==> src/rtl/mem_access_ctrl.sv <==
// MAR/MDR front end for a 2**ADDR_W x DATA_W RAM: serialises one load/store at a time,
// drives single-cycle RAM strobes from its own registers and rejects out-of-range addresses.
module mem_access_ctrl #(
  parameter int ADDR_W     = 9,
  parameter int DATA_W     = 32,
  parameter bit ADDR_CHECK = 1'b1
) (
  input  logic              clock,
  input  logic              clear_n,
  input  logic              req_valid,
  output logic              req_ready,
  input  logic              req_write,
  input  logic [31:0]       req_addr,
  input  logic [DATA_W-1:0] req_wdata,
  output logic              resp_valid,
  input  logic              resp_ready,
  output logic [DATA_W-1:0] resp_rdata,
  output logic              resp_err,
  output logic              ram_read,
  output logic              ram_write,
  output logic [ADDR_W-1:0] ram_addr,
  output logic [DATA_W-1:0] ram_data,
  input  logic [DATA_W-1:0] ram_q,
  output logic [1:0]        dbg_state
);

  // Handshakes: a transfer happens on a rising edge where valid and ready are both high.
  // req_ready is high only in IDLE; resp_valid and its payload hold until resp_ready is seen.
  typedef enum logic [1:0] {
    IDLE   = 2'd0,
    ACCESS = 2'd1,
    RDWAIT = 2'd2,
    RESP   = 2'd3
  } state_t;

  state_t            state_q;
  logic              req_ready_q;
  logic              resp_valid_q;
  logic              resp_err_q;
  logic [DATA_W-1:0] resp_rdata_q;
  logic              ram_read_q;
  logic              ram_write_q;
  logic [ADDR_W-1:0] mar_q;
  logic [DATA_W-1:0] mdr_q;
  logic              op_q;
  logic              addr_bad;

  assign addr_bad = ADDR_CHECK && ((req_addr >> ADDR_W) != 32'd0);

  always_ff @(posedge clock or negedge clear_n) begin
    if (!clear_n) begin
      state_q      <= IDLE;
      req_ready_q  <= 1'b1;
      resp_valid_q <= 1'b0;
      resp_err_q   <= 1'b0;
      resp_rdata_q <= '0;
      ram_read_q   <= 1'b0;
      ram_write_q  <= 1'b0;
      mar_q        <= '0;
      mdr_q        <= '0;
      op_q         <= 1'b0;
    end else begin
      case (state_q)
        IDLE: begin
          if (req_valid) begin
            mar_q       <= req_addr[ADDR_W-1:0];
            mdr_q       <= req_wdata;
            op_q        <= req_write;
            req_ready_q <= 1'b0;
            if (addr_bad) begin
              // Rejected request goes straight to the response; the RAM never sees a strobe.
              state_q      <= RESP;
              resp_valid_q <= 1'b1;
              resp_err_q   <= 1'b1;
              resp_rdata_q <= '0;
            end else begin
              state_q     <= ACCESS;
              ram_read_q  <= ~req_write;
              ram_write_q <= req_write;
            end
          end
        end
        ACCESS: begin
          ram_read_q  <= 1'b0;
          ram_write_q <= 1'b0;
          if (op_q) begin
            state_q      <= RESP;
            resp_valid_q <= 1'b1;
            resp_err_q   <= 1'b0;
            resp_rdata_q <= '0;
          end else begin
            state_q <= RDWAIT;
          end
        end
        RDWAIT: begin
          state_q      <= RESP;
          resp_valid_q <= 1'b1;
          resp_err_q   <= 1'b0;
          resp_rdata_q <= ram_q;
        end
        RESP: begin
          if (resp_ready) begin
            state_q      <= IDLE;
            resp_valid_q <= 1'b0;
            resp_err_q   <= 1'b0;
            req_ready_q  <= 1'b1;
          end
        end
        default: state_q <= IDLE;
      endcase
    end
  end

  assign req_ready  = req_ready_q;
  assign resp_valid = resp_valid_q;
  assign resp_err   = resp_err_q;
  assign resp_rdata = resp_rdata_q;
  assign ram_read   = ram_read_q;
  assign ram_write  = ram_write_q;
  assign ram_addr   = mar_q;
  assign ram_data   = mdr_q;
  assign dbg_state  = state_q;

endmodule

==> config.mk <==
export PLATFORM = sky130hd
export DESIGN_NAME = mem_access_ctrl
export DESIGN_NICKNAME = d
export VERILOG_FILES = /design/src/rtl/mem_access_ctrl.sv
export SDC_FILE = /design/constraint.sdc
export NUM_CORES = 1
export LEC_CHECK = 0
export CAP_MARGIN = 20
export CELL_PAD_IN_SITES_DETAIL_PLACEMENT = 0
export CELL_PAD_IN_SITES_GLOBAL_PLACEMENT = 1
export CORE_ASPECT_RATIO = 0.5
export CORE_MARGIN = 8
export CORE_UTILIZATION = 50
export DETAILED_ROUTE_END_ITERATION = 10
export DONT_BUFFER_PORTS = 1
export GPL_TIMING_DRIVEN = 0
export PLACE_DENSITY_LB_ADDON = 0.2
export SETUP_SLACK_MARGIN = 0.3
export SLEW_MARGIN = 20
export SYNTH_ARGS = -nofsm -noshare
export SYNTH_HDL_FRONTEND = slang
export SYNTH_SLANG_ARGS = --single-unit
==> constraint.sdc <==
create_clock -name clock -period 5.6 [get_ports clock]
set_input_delay 1.12 -clock clock [delete_from_list [all_inputs] [get_ports clock]]
set_output_delay 1.12 -clock clock [all_outputs]
set_load 0.02 [all_outputs]
==> results.toml, run 1 <==
[pwr]
pwr-share-comb = 0.298
pwr-share-clk = 0.216
switching_share = 0.398
internal_power_uw = 1590
p_seq_frac = 0.486
p_per_area_mw_per_mm2 = 674
p_sw_uw = 1050
cellLeakagePower_uw = 0.00178
ir_drop_mv = 0.330

[die]
core_area_mm2 = 0.00673
die_y_um = 75.2
io_pins = 181
die_width_um = 134
fp.dieArea_mm2 = 0.0101
rows = 21
start_util = 0.521

[synth]
yosysWarnings = 0
synth_seq_cells = 81
synth_nets = 386
syn-instance-count = 280
yosysSeqAreaShare = 0.579
syn_area_per_cell_um2 = 12.5
yosys-top-cells-area = "dfrtp_1 (57%), mux2_2 (14%), mux2i_1 (9.4%)"
synth.largest_area_cell = "dfrtp_1"
synth_area_mm2 = 0.00350
netlist-cell-type-count = 30
synth.top_cell.area_share = 0.571

[flow_run]
max-cap-violations = 0

[clock_network]
htree_levels = 3
cts_buffer_depth = 2
cts_setup_buffers = 0
cts_tree = "done"
holdBufCountCts = 0
clk_pin_slew_worst_paths_ps = 60
clk_latency_ps = 330
cts_made_buffers = 9
ctsResizeCount = 0
cts-root-buf = "clkbuf_16"
cts_sinks = 81

[global_routing]
grt_pass1_vias = 2272
grt_max_degree = 82
grt-ovfl-total = 0
antenna_found_initial = 0
grt_first_pass_wirelength_mm = 12.4
grt_usage = 0.161

[worst_setup_path]
end_kind = "flop"
crit_type = "flop to flop"
worstReg2RegStart = "dbg_state[0]"
crit_required_ps = 5850
critPathLaunchType = "flop"
cp_max_fo = 10
startpoint = "dbg_state[0]"
cp.arrival_ps = 2540

[run_status]
status = "complete, no violations"

[routing]
vias = 2083
detail-route-antenna-nets = 0
wire_per_inst_um = 21.3
dr.pass1.iters = 4
drc = 0
routed_wirelength_mm = 8.25
via_per_inst = 5.37
drt_iter0_markers = 133

[finish]
diodes = 0
mostFrequentLayoutCell = "dfrtp_1"
stdcell_area_mm2 = 0.00392
syn_to_final_growth_pct = 11.7
drive_gt1_frac = 0.257
final_cell_mix = "dfrtp_1 (80), mux2_2 (43), inv_1 (37), nand2_1 (37), mux2i_1 (33)"
utilization = 0.582
nets = 397

[timing]
hold_viol_final = 0
tns_ps = 0
maxSlewViolCount = 0
fin_worst_skew_ps = 4.54
rsz0062_at_grt = "false"
fmax_mhz = 435
finalCritPeriodShare = 0.410
relSlewSlack = 0.708
setup-violations-final = 0
worst-slew-pin-transition_ps = 437
min_period_ps = 2300
setup_slack_ps = 3300

[place]
io_buffers = 0
place_area_mm2 = 0.00362
dp_hpwl_mm = 6.53
gp_congestion = 0.741
place_ws_ps = 3190

[worst_hold_path]
hold_path.class = "primary input to async pin"
## final cells by class
| class | count | area, µm² |
|---|---|---|
| buffer | 11 | 70.1 |
| clock inverter | 6 | 57.6 |
| tap | 92 | 115 |
| sequential | 81 | 2030 |
| inverter | 37 | 139 |
| multi-input combinational | 151 | 1270 |
| fill | 554 | 2810 |
| clock buffer | 10 | 239 |
## registers in the layout (all words and copies together), names as in the netlist
register,cells
op_q,1
resp_rdata,32
ram_addr,9
dbg_state,2
resp_valid,1
ram_write,1
ram_read,1
resp_err,1
req_ready,1
ram_data,32
## Yosys cell counts
cell type,number
nor2b_1,1
nand2b_1,1
or4_1,2
o21bai_1,1
nand2_1,37
buf_6,3
or2b_2,1
and4_2,1
nand4_1,1
a211o_1,1
ha_1,5
mux2_2,43
dfrtp_1,80
dfstp_2,1
clkbuf_1,3
inv_1,37
o22ai_1,2
nor2_1,1
buf_2,5
a21oi_1,3
and3_1,1
a21o_1,1
mux2i_1,33
nor3_1,1
o211ai_1,2
nand3_1,4
nor4_2,5
a21oi_4,1
o21ai_0,2
a2111oi_0,1
## stage by stage
step | hold slack [ps] | std cells | power (µW)
floorplan | 468 | 280 | 1890
global placement | 530 | 372 | 2050
detailed placement | 527 | 372 | 2100
CTS | 466 | 388 | 2680
global route | 456 | 388 | 2790
finish | 483 | 388 | 2640
## worst max-delay path, stage by stage, from the launching register on
cell	delay, ps
dfrtp_1	490
inv_1	180
ha_1	160
buf_2	180
nand2_1	250
a21o_1	260
a21oi_4	250
buf_6	220
mux2i_1	220
## power groups by stage
stage	Combinational [µW]	Clock, µW	Sequential, µW
after global routing	862	614	1320
after floorplan	677	0	1220
after global placement	758	0	1290
final	786	570	1280
after CTS	802	589	1290
after detailed placement	802	0	1300
## logic make-up after synthesis
group | after synthesis | share of synthesized area
flops | 81 | 0.579
mux | 76 | 0.232
simple gates | 56 | 0.0825
buf+inv | 48 | 0.0596
compound gates | 14 | 0.0289
fa+ha+maj | 5 | 0.0179
## path summary, 6_finish.rpt
path,endpoint,slack (ps),cells after the start
setup reg to reg,resp_rdata[20],3300,8
hold reg to reg,op_q,540,2
hold / removal,ram_data[17],480,0
max in group asynchronous,req_ready,4930,0
setup / recovery,resp_rdata[20],3300,8
min in group clock,op_q,540,2
## routing by layer
layer | track usage | up-vias | wire length [µm]
met1 | 0.164 | 1021 | 2980
li1 | - | 948 | -
met3 | 0.114 | 10 | 1250
met5 | 0 | - | 0
met4 | 0.0530 | 0 | 90
met2 | 0.264 | 104 | 3930
No activity file was read; power rests on OpenSTA's default activity.
==> run 2: changes to the inputs <==
--- a/config.mk
+++ b/config.mk
@@ -10,7 +10,7 @@
 export CELL_PAD_IN_SITES_GLOBAL_PLACEMENT = 1
 export CORE_ASPECT_RATIO = 0.5
 export CORE_MARGIN = 8
-export CORE_UTILIZATION = 50
+export CORE_UTILIZATION = 47
 export DETAILED_ROUTE_END_ITERATION = 10
 export DONT_BUFFER_PORTS = 1
 export GPL_TIMING_DRIVEN = 0
==> constraint.sdc (replaced) <==
create_clock -name clock -period 2.3 [get_ports clock]
set_input_delay 0.46 -clock clock [delete_from_list [all_inputs] [get_ports clock]]
set_output_delay 0.46 -clock clock [all_outputs]
set_load 0.02 [all_outputs]
==> run 2 against run 1 <==
  * Critical path type unchanged
  * Largest cell class unchanged
  * Clock skew is 4.1 ps higher
  * Largest power group unchanged
  * Clock power grew to 2.7 times the previous value
  * Via count is 5.6% higher
  * Register-to-register slack worse by 3000 ps
  * The run now ends with hold timing left
  * Non-clock buffer count grew 16
  * Sequential power increased by 140%
==> results.toml, run 2 (synthesis results as in run 1) <==
[pwr]
cellLeakagePower_uw = 0.00191
pwr-share-comb = 0.380
pwr-share-clk = 0.204
p_sw_uw = 2800
ir_drop_mv = 0.775
p_seq_frac = 0.416
p_per_area_mw_per_mm2 = 1770
internal_power_uw = 4720
switching_share = 0.372

[worst_setup_path]
end_kind = "flop"
cp_max_fo = 6
crit_slowest_cell = "dfrtp_2"
slowest_delay_ps = 500
crit_required_ps = 2550
path_delay_family = "buffers and inverters"
critPathBufInv = 4
path_cells = "inv_4 > ha_4 > buf_6 > nand2b_4 > a21o_1 > a21oi_4 > buf_12 > clkbuf_16 > mux2i_1"
critPathLaunchType = "flop"
cp.arrival_ps = 2220
crit_type = "flop to flop"

[routing]
wire_per_inst_um = 21.3
drt_iter0_markers = 66
via_per_inst = 5.39
vias = 2200
routed_wirelength_mm = 8.69
drc = 0
dr.pass1.iters = 4
detail-route-antenna-nets = 0

[timing]
finalCritPeriodShare = 0.857
relSlewSlack = 0.700
rsz0062_at_grt = "true"
hold_viol_final = 81
fin_worst_skew_ps = 8.63
setup-violations-final = 0
fmax_mhz = 507
min_period_ps = 1970
tns_ps = 0
maxSlewViolCount = 0
worst-slew-pin-transition_ps = 450
hold_ws_ps = -183

[clock_network]
cts_made_buffers = 9
htree_levels = 3
cts-root-buf = "clkbuf_16"
clk_latency_ps = 330
cts_sinks = 81
cts_buffer_depth = 2
cts_tree = "done"
clk_pin_slew_worst_paths_ps = 60

[place]
placed_cells = 376
gp_congestion = 0.716
io_buffers = 0
dp_hpwl_mm = 6.46

[global_routing]
grt_max_degree = 82
grt_usage = 0.162
grt_first_pass_wirelength_mm = 13.5
antenna_found_initial = 0
grt_pass1_vias = 2472
grt-ovfl-total = 0

[die]
die_width_um = 138
die_y_um = 77.1
io_pins = 181
start_util = 0.482
core_area_mm2 = 0.00727
fp.dieArea_mm2 = 0.0106
rows = 22

[run_status]
status = "finished with violations"
violations = "hold timing"

[finish]
mostFrequentLayoutCell = "dfrtp_1"
fillers = 607
diodes = 0
final_cell_mix = "dfrtp_1 (78), mux2_2 (43), nand2_1 (36), inv_1 (35), mux2i_1 (31)"
drive_gt1_frac = 0.333
syn_to_final_growth_pct = 21.0
nets = 413
fin_cells = 408

[flow_run]
max-cap-violations = 0

[worst_hold_path]
hold_path.class = "primary input to async pin"
## run 2: cell count changes in the layout (fill, tap and decap cells not counted), moves of 2 or more
cell	change
buf_4	+12
buf_12	+3
clkinv_2	-3
buf_6	-2
dfrtp_1	-2
dfrtp_2	+2
ha_1	-2
inv_1	-2
mux2i_1	-2
mux2i_2	+2
## run 2: final timing paths
check                                       to  slack, ps          from  cells past startpoint
worst max-delay path             resp_rdata[0]        330  dbg_state[1]                      9
worst min-delay path              ram_data[25]       -180       clear_n                      0
worst max register to register   resp_rdata[0]        330  dbg_state[1]                      9
min in group clock              resp_rdata[21]        260     ram_q[21]                      2
worst min register to register            op_q        570          op_q                      2
max in group asynchronous            req_ready       2290       clear_n                      0
## run 2: timing repair
action                                 in CTS  in global routing
pin swaps                                   1                  2
setup endpoints to repair                  72                 23
gates resized for setup                    18                  7
endpoints found under the hold margin      81                 81
gates cloned                                2                  1
buffers inserted                           13                  0
## run 2: power groups by stage
stage	clock network, µW	registers (µW)	logic (µW)
floorplan	0	2960	1650
global placement	0	3140	1850
detailed placement	0	3160	1950
CTS	1590	3150	2680
global route	1640	3210	3080
finish	1540	3130	2860
## run 2: final cells by class
class	count	area, µm²	area share
Tap cell	96	120	0.0283
Clock inverter	6	88.8	0.0210
Clock buffer	10	239	0.0564
Timing Repair Buffer	16	195	0.0460
Buffer	11	97.6	0.0230
Sequential cell	81	2030	0.479
Multi-Input combinational cell	151	1330	0.313
Inverter	37	141	0.0334
## run 2: metal layers
metal  up-vias  wire, µm  GRT usage
li1        982         -          -
met1      1107      3000      0.152
met2       105      4440      0.274
met3         6      1200      0.124
met4         0        52     0.0388
met5         -         0          0
## run 2: metrics by stage
step	hold slack, ps	area [µm²]	setup WS [ps]	total power [µW]	utilization
final	-183	4240	329	7520	0.583
after global routing	-207	4240	250	7930	0.583
after CTS	-200	4180	291	7420	0.576
after detailed placement	166	3620	-41.7	5100	0.499
after global placement	166	3620	54.6	4990	0.499
after floorplan	164	3500	384	4610	-
